===== config.mk =====
export PLATFORM = sky130hd
export DESIGN_NAME = capture_dumper
export DESIGN_NICKNAME = d
export VERILOG_FILES = /design/src/rtl/logic_analyzer_pkg.sv /design/src/rtl/byte_serializer.sv /design/src/rtl/capture_dumper.sv
export SDC_FILE = /design/constraint.sdc
export NUM_CORES = 1
export LEC_CHECK = 0
export ABC_CLOCK_PERIOD_IN_PS = 2730
export CORE_MARGIN = 2
export CORE_UTILIZATION = 30
export CTS_BUF_LIST = sky130_fd_sc_hd__clkbuf_4 sky130_fd_sc_hd__clkbuf_8 sky130_fd_sc_hd__clkbuf_16
export CTS_CLUSTER_DIAMETER = 100
export DETAILED_ROUTE_END_ITERATION = 10
export PLACE_DENSITY = 0.56
export SLEW_MARGIN = 10
export SYNTH_ARGS = -nofsm -noshare
export SYNTH_HDL_FRONTEND = slang
export SYNTH_SLANG_ARGS = --single-unit

===== constraint.sdc =====
create_clock -name clk -period 2.73 [get_ports clk]
set_input_delay 0.273 -clock clk [delete_from_list [all_inputs] [get_ports clk]]
set_output_delay 0.273 -clock clk [all_outputs]
set_load 0.005 [all_outputs]

===== src/rtl/logic_analyzer_pkg.sv =====
// Shared definitions for the logic analyzer: capture dump states and the
// sizing defaults common to the sampler and the dumper.
package logic_analyzer_pkg;

    localparam int          ADDR_W_DEF    = 11;
    localparam int          DATA_W_DEF    = 16;
    localparam logic [7:0]  SYNC_BYTE_DEF = 8'hA5;

    typedef enum logic [2:0] {
        ST_IDLE,
        ST_ARMED,
        ST_POST,
        ST_SYNC,
        ST_FETCH,
        ST_WAIT,
        ST_SEND,
        ST_FIN
    } dump_state_t;

endpackage


===== src/rtl/byte_serializer.sv =====
// Holds one sample word and hands it out MSB byte first, one byte per
// accepted transfer; 'last' flags that the byte on byte_out is the final one.
module byte_serializer #(
    parameter int DATA_W = 16
) (
    input  logic              clk,
    input  logic              rst,
    input  logic              load,
    input  logic [DATA_W-1:0] word,
    input  logic              advance,
    output logic [7:0]        byte_out,
    output logic              last
);

    localparam int NBYTES = DATA_W / 8;
    localparam int IDX_W  = (NBYTES > 1) ? $clog2(NBYTES) : 1;
    localparam logic [IDX_W-1:0] IDX_TOP = IDX_W'(NBYTES - 1);

    logic [DATA_W-1:0] shift_q;
    logic [IDX_W-1:0]  idx_q;

    // The current byte always sits in the top lane; accepting one shifts the next up.
    always_ff @(posedge clk) begin
        if (!rst) begin
            shift_q <= '0;
            idx_q   <= '0;
        end else if (load) begin
            shift_q <= word;
            idx_q   <= IDX_TOP;
        end else if (advance && idx_q != '0) begin
            shift_q <= shift_q << 8;
            idx_q   <= idx_q - 1'b1;
        end
    end

    assign byte_out = shift_q[DATA_W-1 -: 8];
    assign last     = (idx_q == '0);

endmodule


===== src/rtl/capture_dumper.sv =====
// Counts post-trigger sampler writes, freezes the sampler, then streams the
// whole circular sample RAM (oldest word first) as bytes behind a sync byte.
module capture_dumper
    import logic_analyzer_pkg::*;
#(
    parameter int         ADDR_W       = ADDR_W_DEF,
    parameter int         DATA_W       = DATA_W_DEF,
    parameter int         POST_SAMPLES = 1024,
    parameter logic [7:0] SYNC_BYTE    = SYNC_BYTE_DEF
) (
    input  logic              clk,
    input  logic              rst,
    input  logic              start,
    input  logic              trigger,
    input  logic              wren,
    input  logic [ADDR_W-1:0] wr_addr,
    output logic              freeze,
    output logic [ADDR_W-1:0] rd_addr,
    input  logic [DATA_W-1:0] rd_data,
    output logic [7:0]        tx_data,
    output logic              tx_valid,
    input  logic              tx_ready,
    output logic              busy,
    output logic              done
);

    localparam logic [ADDR_W-1:0] POST_TGT  = ADDR_W'(POST_SAMPLES);
    localparam logic [ADDR_W:0]   LAST_WORD = {1'b0, {ADDR_W{1'b1}}};

    dump_state_t       state, state_next;
    logic [ADDR_W-1:0] post_cnt;
    logic [ADDR_W-1:0] post_cnt_inc;
    logic [ADDR_W-1:0] oldest;
    logic [ADDR_W:0]   word_cnt;
    logic              freeze_q;
    logic              wr_ok;
    logic              post_hit;
    logic              inc_word;
    logic              ser_load;
    logic              ser_advance;
    logic [7:0]        ser_byte;
    logic              ser_last;

    assign wr_ok        = wren && !freeze_q;
    assign post_cnt_inc = post_cnt + 1'b1;

    byte_serializer #(.DATA_W(DATA_W)) u_ser (
        .clk      (clk),
        .rst      (rst),
        .load     (ser_load),
        .word     (rd_data),
        .advance  (ser_advance),
        .byte_out (ser_byte),
        .last     (ser_last)
    );

    always_ff @(posedge clk) begin
        if (!rst) begin
            state <= ST_IDLE;
        end else begin
            state <= state_next;
        end
    end

    // post_hit marks the write that completes the post-trigger window.
    always_comb begin
        state_next  = state;
        post_hit    = 1'b0;
        inc_word    = 1'b0;
        ser_load    = 1'b0;
        ser_advance = 1'b0;
        tx_valid    = 1'b0;
        tx_data     = 8'h00;
        done        = 1'b0;
        busy        = (state != ST_IDLE);
        case (state)
            ST_IDLE: begin
                if (start) state_next = ST_ARMED;
            end
            ST_ARMED: begin
                if (trigger) begin
                    if (POST_SAMPLES == 0 || (POST_SAMPLES == 1 && wren)) begin
                        post_hit   = 1'b1;
                        state_next = ST_SYNC;
                    end else begin
                        state_next = ST_POST;
                    end
                end
            end
            ST_POST: begin
                if (wr_ok && post_cnt_inc == POST_TGT) begin
                    post_hit   = 1'b1;
                    state_next = ST_SYNC;
                end
            end
            ST_SYNC: begin
                tx_valid = 1'b1;
                tx_data  = SYNC_BYTE;
                if (tx_ready) state_next = ST_FETCH;
            end
            ST_FETCH: begin
                state_next = ST_WAIT;
            end
            ST_WAIT: begin
                ser_load   = 1'b1;
                state_next = ST_SEND;
            end
            ST_SEND: begin
                tx_valid = 1'b1;
                tx_data  = ser_byte;
                if (tx_ready) begin
                    ser_advance = 1'b1;
                    if (ser_last) begin
                        inc_word   = 1'b1;
                        state_next = (word_cnt == LAST_WORD) ? ST_FIN : ST_FETCH;
                    end
                end
            end
            ST_FIN: begin
                done       = 1'b1;
                state_next = ST_IDLE;
            end
            default: state_next = ST_IDLE;
        endcase
    end

    // The completing write is the newest sample, so the word after it is the oldest.
    always_ff @(posedge clk) begin
        if (!rst) begin
            post_cnt <= '0;
            oldest   <= '0;
            word_cnt <= '0;
            freeze_q <= 1'b0;
        end else begin
            if (state == ST_ARMED && trigger) begin
                post_cnt <= wren ? ADDR_W'(1) : '0;
            end else if (state == ST_POST && wr_ok) begin
                post_cnt <= post_cnt_inc;
            end
            if (post_hit) begin
                oldest   <= wr_addr + 1'b1;
                word_cnt <= '0;
                freeze_q <= 1'b1;
            end else if (inc_word) begin
                word_cnt <= word_cnt + 1'b1;
            end
            if (state == ST_SEND && state_next == ST_FIN) begin
                freeze_q <= 1'b0;
            end
        end
    end

    assign freeze  = freeze_q;
    assign rd_addr = oldest + word_cnt[ADDR_W-1:0];

endmodule


==> results.sh, run 1 <==
export IMPL_cts_tree="done"
export IMPL_cts_buffer_depth=2
export IMPL_p_seq_frac=0.565
export IMPL_syn_nets=444
export IMPL_yosysSeqAreaShare=0.343
export IMPL_max_freq_ghz=0.389
export IMPL_intPower_w=0.00110
export IMPL_async_reset_ff_frac=0
export IMPL_cts_sinks=55
export IMPL_routedWlPerCell_um=13.3
export IMPL_synth_cell_types=50
export IMPL_min_to="oldest[8]$_SDFFE_PN0P_"
export IMPL_synth_edf_count=0
export IMPL_p_leak_nw=1.69
export IMPL_dp_hpwl_mm=5.73
export IMPL_cp_end_kind="output pin"
export IMPL_antenna_found_initial=0
export IMPL_synth_top_area_frac=0.343
export IMPL_ys_ff_latch=55
export IMPL_die_h_um=107
export IMPL_ant_nets=0
export IMPL_via_per_inst=5.03
export IMPL_period_needed_ns=2.57
export IMPL_pwr_share_comb=0.083
export IMPL_r2r_start="post_cnt[0]$_SDFFE_PN0P_"
export IMPL_drc=0
export IMPL_worstPathRequired_ns=2.46
export IMPL_yosysTopAreaCell="dfxtp_1"
export IMPL_antenna_cells=0
export IMPL_vias=2933
export IMPL_crit_path_max_fanout=2
export IMPL_area_growth_pct=26.8
export IMPL_ys_flop_type="dfxtp_1"
export IMPL_yosys_top_cells_area="dfxtp_1 (34%), nand2_1 (6.4%), ha_1 (5.5%)"
export IMPL_grt_pass1_vias=2705
export IMPL_cts_buffers=5
export IMPL_slew_violations=0
export IMPL_swShare=0.230
export IMPL_final_setup_worst_slack_ns=0.158
export IMPL_status="complete, no violations"
export IMPL_tightestPinTransition_ns=0.700
export IMPL_core_area_mm2=0.0104
export IMPL_setup_viol=0
export IMPL_stdcell_area_mm2=0.00407
export IMPL_place_congestion=0.786
export IMPL_overflow=0
export IMPL_synthesis_area_mm2=0.00321
export IMPL_powerDensity_mw_per_mm2=352
export IMPL_min_path_type="flop to flop"
export IMPL_r2r_slack_ns=0.30
export IMPL_layout_drive_gt1_share=0.0850
export IMPL_r2r_end="word_cnt[7]$_SDFFE_PP0P_"
export IMPL_insertion_delay_ns=0.31
export IMPL_yosysWarnings=0
export IMPL_placed_area_mm2=0.00391
export IMPL_grt_pass1_wl_mm=12.9
export IMPL_rows=37
export IMPL_critPathKind="flop to output pin"
export IMPL_initial_core_util=0.310
export IMPL_drt_iter0_drc=136
export IMPL_cp_data_arrival_time_ns=2.30
export IMPL_root_buffer="clkbuf_8"
export IMPL_hold_violations=0
export IMPL_holdCritStartpoint="oldest[8]$_SDFFE_PN0P_"
export IMPL_finalNetCount=494
export IMPL_relSlewSlack=0.531
export IMPL_ir_drop_mv=0.181
export IMPL_cap_violations=0
export IMPL_syn_inst=396
export IMPL_io_pins=56
export IMPL_syn_area_per_cell_um2=8.11
export IMPL_rr_worst_depth=7
export IMPL_wirelength_mm=7.76
export IMPL_grt_max_degree=21
export IMPL_finalClockSkew_ns=0.00807
export IMPL_pre_cts_ws_ns=0.114
export IMPL_p_sw_w=0.000329
export IMPL_die_area_mm2=0.0115
export IMPL_grt_use_total=0.137
export IMPL_hold_path_cell_count=2
export IMPL_crit_path_start_kind="flop"
export IMPL_port_buffers=55
export IMPL_clkPwrFrac=0.351
export IMPL_clk_pin_slew_ns=0.10
export IMPL_first_pass_iters=4
export IMPL_finalCritPeriodShare=0.942
export IMPL_die_w_um=107
export IMPL_cts_htree_levels=2
export IMPL_startpoint="oldest[0]$_SDFFE_PN0P_"
## Yosys cell counts (all sizes together) (2+ instances only)
master and n:
a21o 4, a21oi 25, or3 3, a21boi 3, nand2b 6, nand2 55, nor2b 15, dfxtp 55
nand3 28, nand4 5, nor3b 2, inv 8, o211a 13, nor2 23, buf 9, ha 14
a31oi 3, and2 8, a22oi 9, nor3 5, xnor2 18, clkbuf 14, xor2 15, o21ai 21
and3 8, o31ai 3, and4 3, nor4 3
## power by group through the flow
| stage | sequential (W) | combinational, W | clock, W |
|---|---|---|---|
| 6_report | 0.000810 | 0.000120 | 0.000503 |
| 5_1_grt | 0.000811 | 0.000130 | 0.000556 |
| 4_1_cts | 0.000811 | 0.000120 | 0.000519 |
| 3_5_place_dp | 0.000830 | 0.000120 | 0 |
| 3_3_place_gp | 0.000830 | 0.000119 | 0 |
| 2_1_floorplan | 0.000825 | 0.0000532 | 0 |
## cells in the final DEF (no fill, tap or decap), types with 9 or more instances in the layout
cell / Yosys / final
nor2_1: 23 / 23
nand2_1: 55 / 55
o211a_1: 13 / 13
a22oi_1: 9 / 9
nand3_1: 28 / 28
clkdlybuf4s50_1: 0 / 50
a21oi_1: 25 / 21
dfxtp_1: 55 / 50
o21ai_0: 20 / 19
nor2b_1: 15 / 15
xnor2_1: 18 / 18
xor2_1: 15 / 15
buf_4: 3 / 10
ha_1: 14 / 12
## logic make-up (layout without fill, tap and decap cells)
logic type	after synthesis	in the layout	share of synthesized area
multiplexers	1	1	0.00312
AND/OR/NAND/NOR	170	170	0.270
AO/OA/AOI/OAI	90	90	0.190
adder cells (fa/ha/maj)	15	15	0.0608
XOR/XNOR	33	33	0.0900
buffers and inverters	32	83	0.0436
flip-flops	55	55	0.343
## flip-flops by register name (all words and copies together), names as in the netlist
| signal | count |
|---|---|
| oldest | 11 |
| u_ser.shift_q | 16 |
| state | 3 |
| word_cnt | 12 |
| post_cnt | 11 |
| freeze | 1 |
| u_ser.idx_q | 1 |
## area by class of cell
class                   count  area (um2)
repair buffers             66         647
inverters                   9        33.8
fillers                  1078        6300
clock buffers               7        96.3
clock inverters             1        7.51
well taps                 136         170
flip-flops and latches     55        1110
multi-input cells         309        2010
## worst max path at each step
stage / to / slack (ns)
5_1_grt: rd_addr[6] / -0.0003
4_1_cts: rd_addr[9] / 0.008
2_1_floorplan: word_cnt[11]$_SDFFE_PP0P_ / 0.64
3_5_place_dp: rd_addr[10] / 0.11
6_report: rd_addr[6] / 0.16
3_3_place_gp: rd_addr[10] / 0.17
## routing by layer
| layer | track usage | part of all wire | vias to the layer above |
|---|---|---|---|
| li1 | - | - | 1497 |
| met5 | 0 | 0 | - |
| met4 | 0.0321 | 0.011 | 0 |
| met1 | 0.170 | 0.46 | 1377 |
| met2 | 0.238 | 0.49 | 50 |
| met3 | 0.0345 | 0.037 | 9 |
## through the flow
| stage | total power [W] | setup TNS, ns | util | std cells | hold slack, ns |
|---|---|---|---|---|---|
| after global placement | 0.000949 | 0 | 0.377 | 573 | 0.456 |
| after CTS | 0.00145 | 0 | 0.389 | 582 | 0.476 |
| after global routing | 0.00150 | -0.000339 | 0.393 | 583 | 0.493 |
| after floorplan | 0.000878 | 0 | - | 396 | 0.440 |
| after detailed placement | 0.000950 | 0 | 0.377 | 573 | 0.461 |
| final | 0.00143 | 0 | 0.393 | 583 | 0.471 |
## what timing repair did
| action | in CTS | in global routing |
|---|---|---|
| endpoints found under the setup margin | 4 | 4 |
| pin swaps | 1 | 5 |
| resized for setup | 10 | 12 |
| hold buffers | 0 | 0 |
| buffers inserted | 1 | 1 |
## critical path: stages (launching register included)
cell and delay, ns:
dfxtp_2 0.33, ha_1 0.21, inv_1 0.08, fa_2 0.22, nor2b_1 0.05, o21ai_1 0.13
nand2b_1 0.09, buf_4 0.14, buf_4 0.13, a21o_1 0.19, a21oi_2 0.16, xnor2_1 0.12
clkbuf_2 0.13
Power figures use the tool's default switching activity.
==> run 2: changes to the inputs <==
--- a/config.mk
+++ b/config.mk
@@ -12,6 +12,7 @@
 export CTS_CLUSTER_DIAMETER = 100
 export DETAILED_ROUTE_END_ITERATION = 10
 export PLACE_DENSITY = 0.56
+export SKIP_CTS_REPAIR_TIMING = 1
 export SLEW_MARGIN = 10
 export SYNTH_ARGS = -nofsm -noshare
 export SYNTH_HDL_FRONTEND = slang
==> results.sh, run 2 (same netlist as run 1, synthesis figures left out) <==
export IMPL_cp_end_kind="output pin"
export IMPL_rows=37
export IMPL_root_buffer="clkbuf_8"
export IMPL_hold_path_cell_count=2
export IMPL_cts_htree_levels=2
export IMPL_status="complete, no violations"
export IMPL_layout_commonest_cell="nand2_1"
export IMPL_min_path_type="flop to flop"
export IMPL_ant_nets=0
export IMPL_setup_viol=0
export IMPL_final_setup_tns_ns=0
export IMPL_cap_violations=0
export IMPL_cts_buffer_depth=2
export IMPL_core_area_mm2=0.0104
export IMPL_rsz0062_at_grt="no"
export IMPL_dp_hpwl_mm=5.73
export IMPL_final_cell_mix="nand2_1 (55), dfxtp_1 (50), clkdlybuf4s50_1 (50)"
export IMPL_via_per_inst=5.02
export IMPL_path_depth=5
export IMPL_place_congestion=0.786
export IMPL_drt_iter0_drc=149
export IMPL_max_flop_register="u_ser.shift_q"
export IMPL_tightestPinTransition_ns=0.698
export IMPL_grt_pass1_wl_mm=12.8
export IMPL_period_needed_ns=2.49
export IMPL_finalNetCount=493
export IMPL_crit_path_max_fanout=4
export IMPL_first_pass_iters=4
export IMPL_crit_path_start_kind="flop"
export IMPL_routedWlPerCell_um=13.3
export IMPL_startpoint="word_cnt[5]$_SDFFE_PP0P_"
export IMPL_slew_violations=0
export IMPL_io_pins=56
export IMPL_overflow=0
export IMPL_rr_worst_depth=7
export IMPL_top_regs="u_ser.shift_q (16), word_cnt (12)"
export IMPL_max_freq_ghz=0.402
export IMPL_vias=2919
export IMPL_clk_pin_slew_ns=0.09
export IMPL_critPathBufInv=1
export IMPL_critPathKind="flop to output pin"
export IMPL_antenna_cells=0
export IMPL_antenna_found_initial=0
export IMPL_cts_sinks=55
export IMPL_cts_buffers=5
export IMPL_insertion_delay_ns=0.31
export IMPL_holdCritStartpoint="oldest[9]$_SDFFE_PN0P_"
export IMPL_powerDensity_mw_per_mm2=352
export IMPL_area_growth_pct=26.9
export IMPL_largest_reg_flops=16
export IMPL_cts_tree="done"
export IMPL_crit_family="buffers and inverters"
export IMPL_die_w_um=107
export IMPL_grt_use_total=0.136
export IMPL_grt_pass1_vias=2700
export IMPL_relSlewSlack=0.532
export IMPL_r2r_start="post_cnt[0]$_SDFFE_PN0P_"
export IMPL_crit_slowest_cell="clkdlybuf4s50_1"
export IMPL_layout_drive_gt1_share=0.0807
export IMPL_wirelength_mm=7.72
export IMPL_max_stage_delay_ns=0.51
export IMPL_worstPathRequired_ns=2.46
export IMPL_finalCritPeriodShare=0.910
export IMPL_die_h_um=107
export IMPL_port_buffers=55
export IMPL_hold_violations=0
export IMPL_cp_data_arrival_time_ns=2.21
export IMPL_initial_core_util=0.310
export IMPL_finalClockSkew_ns=0.00971
export IMPL_grt_max_degree=21
export IMPL_die_area_mm2=0.0115
export IMPL_path_cells="ha_1, nand2_1, o31ai_2, xor2_1, clkdlybuf4s50_1"
export IMPL_fillers=1075
export IMPL_drc=0
export IMPL_utilization=0.393
export IMPL_p_leak_nw=1.72
export IMPL_ir_drop_mv=0.182
-- run 2: cell count changes in the layout (fill, tap and decap cells not counted) --
cell / previous run / this run
dlymetal6s2s_1: 3 / 5
buf_4: 10 / 9
clkbuf_2: 1 / 0
dlygate4sd2_1: 1 / 0
-- run 2: tightest hold or removal path, delay by kind of cell, from the launching register on --
kind             cells  cell delay, ns
flip-flops           1            0.33
AO/OA/AOI/OAI        1            0.05
AND/OR/NAND/NOR      1            0.05
-- run 2: power by group --
part	switching (W)	internal, W	leakage, nW	total [W]
sequential	0.00000657	0.000804	0.446	0.000810
clock	0.000272	0.000231	0.0505	0.000504
combinational	0.0000509	0.0000685	1.22	0.000119
total	0.000330	0.00110	1.72	0.00143
-- run 2: metal layers --
| metal | up-vias | part of all wire | track usage |
|---|---|---|---|
| met5 | - | 0 | 0 |
| met4 | 0 | 0.012 | 0.0321 |
| met3 | 10 | 0.038 | 0.0345 |
| met2 | 44 | 0.49 | 0.236 |
| met1 | 1374 | 0.46 | 0.169 |
| li1 | 1491 | - | - |
-- run 2: stage by stage --
stage,setup slack (ns),total power (W),area [um2],instances,hold slack (ns)
floorplan,0.638,0.000878,3210,396,0.440
global placement,0.165,0.000949,3910,573,0.456
detailed placement,0.114,0.000950,3910,573,0.461
CTS,-0.246,0.00145,4010,581,0.476
global route,0.0258,0.00150,4080,582,0.493
finish,0.245,0.00143,4080,582,0.469
-- run 2: cell type report --
| type | instances | area [um2] | share of cell area |
|---|---|---|---|
| repair buffers | 65 | 651 | 0.160 |
| clock buffers | 7 | 96.3 | 0.0236 |
| flip-flops and latches | 55 | 1110 | 0.272 |
| well taps | 136 | 170 | 0.0417 |
| clock inverters | 1 | 7.51 | 0.00184 |
| multi-input cells | 309 | 2010 | 0.493 |
| inverters | 9 | 33.8 | 0.00829 |
-- run 2: path summary, 6_finish.rpt --
check,end,slack (ns)
worst max-delay path,rd_addr[7],0.24
worst min register to register,oldest[9]$_SDFFE_PN0P_,0.47
worst max register to register,word_cnt[7]$_SDFFE_PP0P_,0.29
worst min-delay path,oldest[9]$_SDFFE_PN0P_,0.47
==> run 3: changes to the inputs <==
--- a/config.mk
+++ b/config.mk
@@ -17,3 +17,4 @@
 export SYNTH_ARGS = -nofsm -noshare
 export SYNTH_HDL_FRONTEND = slang
 export SYNTH_SLANG_ARGS = --single-unit
+export TNS_END_PERCENT = 20
==> results.sh, run 3 (same netlist as run 1, synthesis figures left out) <==
export IMPL_first_pass_iters=4
export IMPL_max_freq_ghz=0.359
export IMPL_worstPathRequired_ns=2.46
export IMPL_drt_iter0_drc=149
export IMPL_relSlewSlack=0.525
export IMPL_top_regs="u_ser.shift_q (16), word_cnt (12)"
export IMPL_p_leak_nw=1.70
export IMPL_io_pins=56
export IMPL_grt_pass1_vias=2700
export IMPL_drc=0
export IMPL_cts_htree_levels=2
export IMPL_total_power_w=0.00143
export IMPL_pre_cts_ws_ns=0.114
export IMPL_grt_max_degree=21
export IMPL_ir_drop_mv=0.181
export IMPL_final_setup_worst_slack_ns=-0.0589
export IMPL_antenna_found_initial=0
export IMPL_finalCritPeriodShare=1.02
export IMPL_routedWlPerCell_um=13.2
export IMPL_crit_path_start_kind="flop"
export IMPL_violations="setup timing"
export IMPL_grt_pass1_wl_mm=12.8
export IMPL_cts_sinks=55
export IMPL_insertion_delay_ns=0.31
export IMPL_cap_violations=0
export IMPL_core_area_mm2=0.0104
export IMPL_holdCritStartpoint="oldest[9]$_SDFFE_PN0P_"
export IMPL_dp_cells=573
export IMPL_finalNetCount=493
export IMPL_rr_worst_depth=7
export IMPL_ant_nets=0
export IMPL_max_flop_register="u_ser.shift_q"
export IMPL_powerDensity_mw_per_mm2=355
export IMPL_cts_buffers=5
export IMPL_place_congestion=0.786
export IMPL_r2r_start="post_cnt[0]$_SDFFE_PN0P_"
export IMPL_vias=2909
export IMPL_die_w_um=107
export IMPL_antenna_cells=0
export IMPL_cts_buffer_depth=2
export IMPL_fillers=1084
export IMPL_via_per_inst=5.00
export IMPL_r2r_slack_ns=0.29
export IMPL_hold_violations=0
export IMPL_crit_path_max_fanout=5
export IMPL_port_buffers=55
export IMPL_root_buffer="clkbuf_8"
export IMPL_largest_reg_flops=16
export IMPL_die_h_um=107
export IMPL_min_path_type="flop to flop"
export IMPL_final_cells=582
export IMPL_min_to="oldest[9]$_SDFFE_PN0P_"
export IMPL_cp_end_kind="output pin"
export IMPL_finalClockSkew_ns=0.00847
export IMPL_wirelength_mm=7.68
export IMPL_rows=37
export IMPL_dp_hpwl_mm=5.73
export IMPL_final_cell_mix="nand2_1 (55), dfxtp_1 (52), clkdlybuf4s50_1 (51)"
export IMPL_cp_data_arrival_time_ns=2.52
export IMPL_critPathKind="flop to output pin"
export IMPL_overflow=0
export IMPL_slew_violations=0
export IMPL_status="finished, violations left"
export IMPL_tightestPinTransition_ns=0.708
export IMPL_layout_commonest_cell="nand2_1"
export IMPL_setup_viol=1
export IMPL_r2r_end="word_cnt[7]$_SDFFE_PP0P_"
export IMPL_clk_pin_slew_ns=0.10
export IMPL_die_area_mm2=0.0115
export IMPL_hold_path_cell_count=2
export IMPL_utilization=0.389
export IMPL_period_needed_ns=2.79
export IMPL_area_growth_pct=25.7
export IMPL_layout_drive_gt1_share=0.0628
export IMPL_initial_core_util=0.310
export IMPL_rsz0062_at_grt="yes"
export IMPL_grt_use_total=0.136
export IMPL_cts_tree="done"
[run 3: final cells by class]
type                       count  area (um2)  area share
multi-input combinational    309        1980       0.490
sequential                    55        1100       0.274
timing repair buffer          65         648       0.161
clock buffer                   7        96.3      0.0239
tap                          136         170      0.0421
clock inverter                 1        7.51     0.00186
inverter                       9        33.8     0.00837
[run 3: worst max path at each step]
stage | start | end | slack, ns | cells after the start
final | word_cnt[1]$_SDFFE_PP0P_ | rd_addr[9] | -0.06 | 8
after global routing | word_cnt[1]$_SDFFE_PP0P_ | rd_addr[9] | -0.18 | 8
after CTS | oldest[0]$_SDFFE_PN0P_ | rd_addr[10] | -0.25 | 10
after detailed placement | oldest[0]$_SDFFE_PN0P_ | rd_addr[10] | 0.11 | 10
after global placement | oldest[0]$_SDFFE_PN0P_ | rd_addr[10] | 0.17 | 10
after floorplan | post_cnt[0]$_SDFFE_PN0P_ | word_cnt[11]$_SDFFE_PP0P_ | 0.64 | 9
[run 3: critical path, cell delays in order, from the launching register on]
cell and delay [ns]:
dfxtp_1 0.42, ha_1 0.26, a21o_1 0.18, a21oi_1 0.20, o31ai_1 0.14, a21o_1 0.20, a21oi_1 0.17, xnor2_1 0.13
clkdlybuf4s50_1 0.51
[run 3: layer usage]
metal,GRT usage,wire [um],vias to the layer above,part of all wire
met5,0,0,-,0
met4,0.0321,70,0,0.0091
met1,0.169,3580,1364,0.47
met2,0.236,3770,44,0.49
met3,0.0345,267,8,0.035
li1,-,-,1493,-
[run 3: metrics by stage]
| step | instance area [um2] | hold slack [ns] | TNS, ns |
|---|---|---|---|
| 5_1_grt | 4040 | 0.493 | -0.183 |
| 4_1_cts | 4010 | 0.476 | -0.457 |
| 3_3_place_gp | 3910 | 0.456 | 0 |
| 2_1_floorplan | 3210 | 0.440 | 0 |
| 3_5_place_dp | 3910 | 0.461 | 0 |
| 6_report | 4040 | 0.469 | -0.0589 |
[run 3: report_power, final]
group / total (W) / switching [W] / internal [W] / leakage [nW]
logic: 0.000120 / 0.0000511 / 0.0000685 / 1.21
registers: 0.000811 / 0.00000646 / 0.000805 / 0.445
clock network: 0.000504 / 0.000272 / 0.000231 / 0.0505
total: 0.00143 / 0.000330 / 0.00110 / 1.70
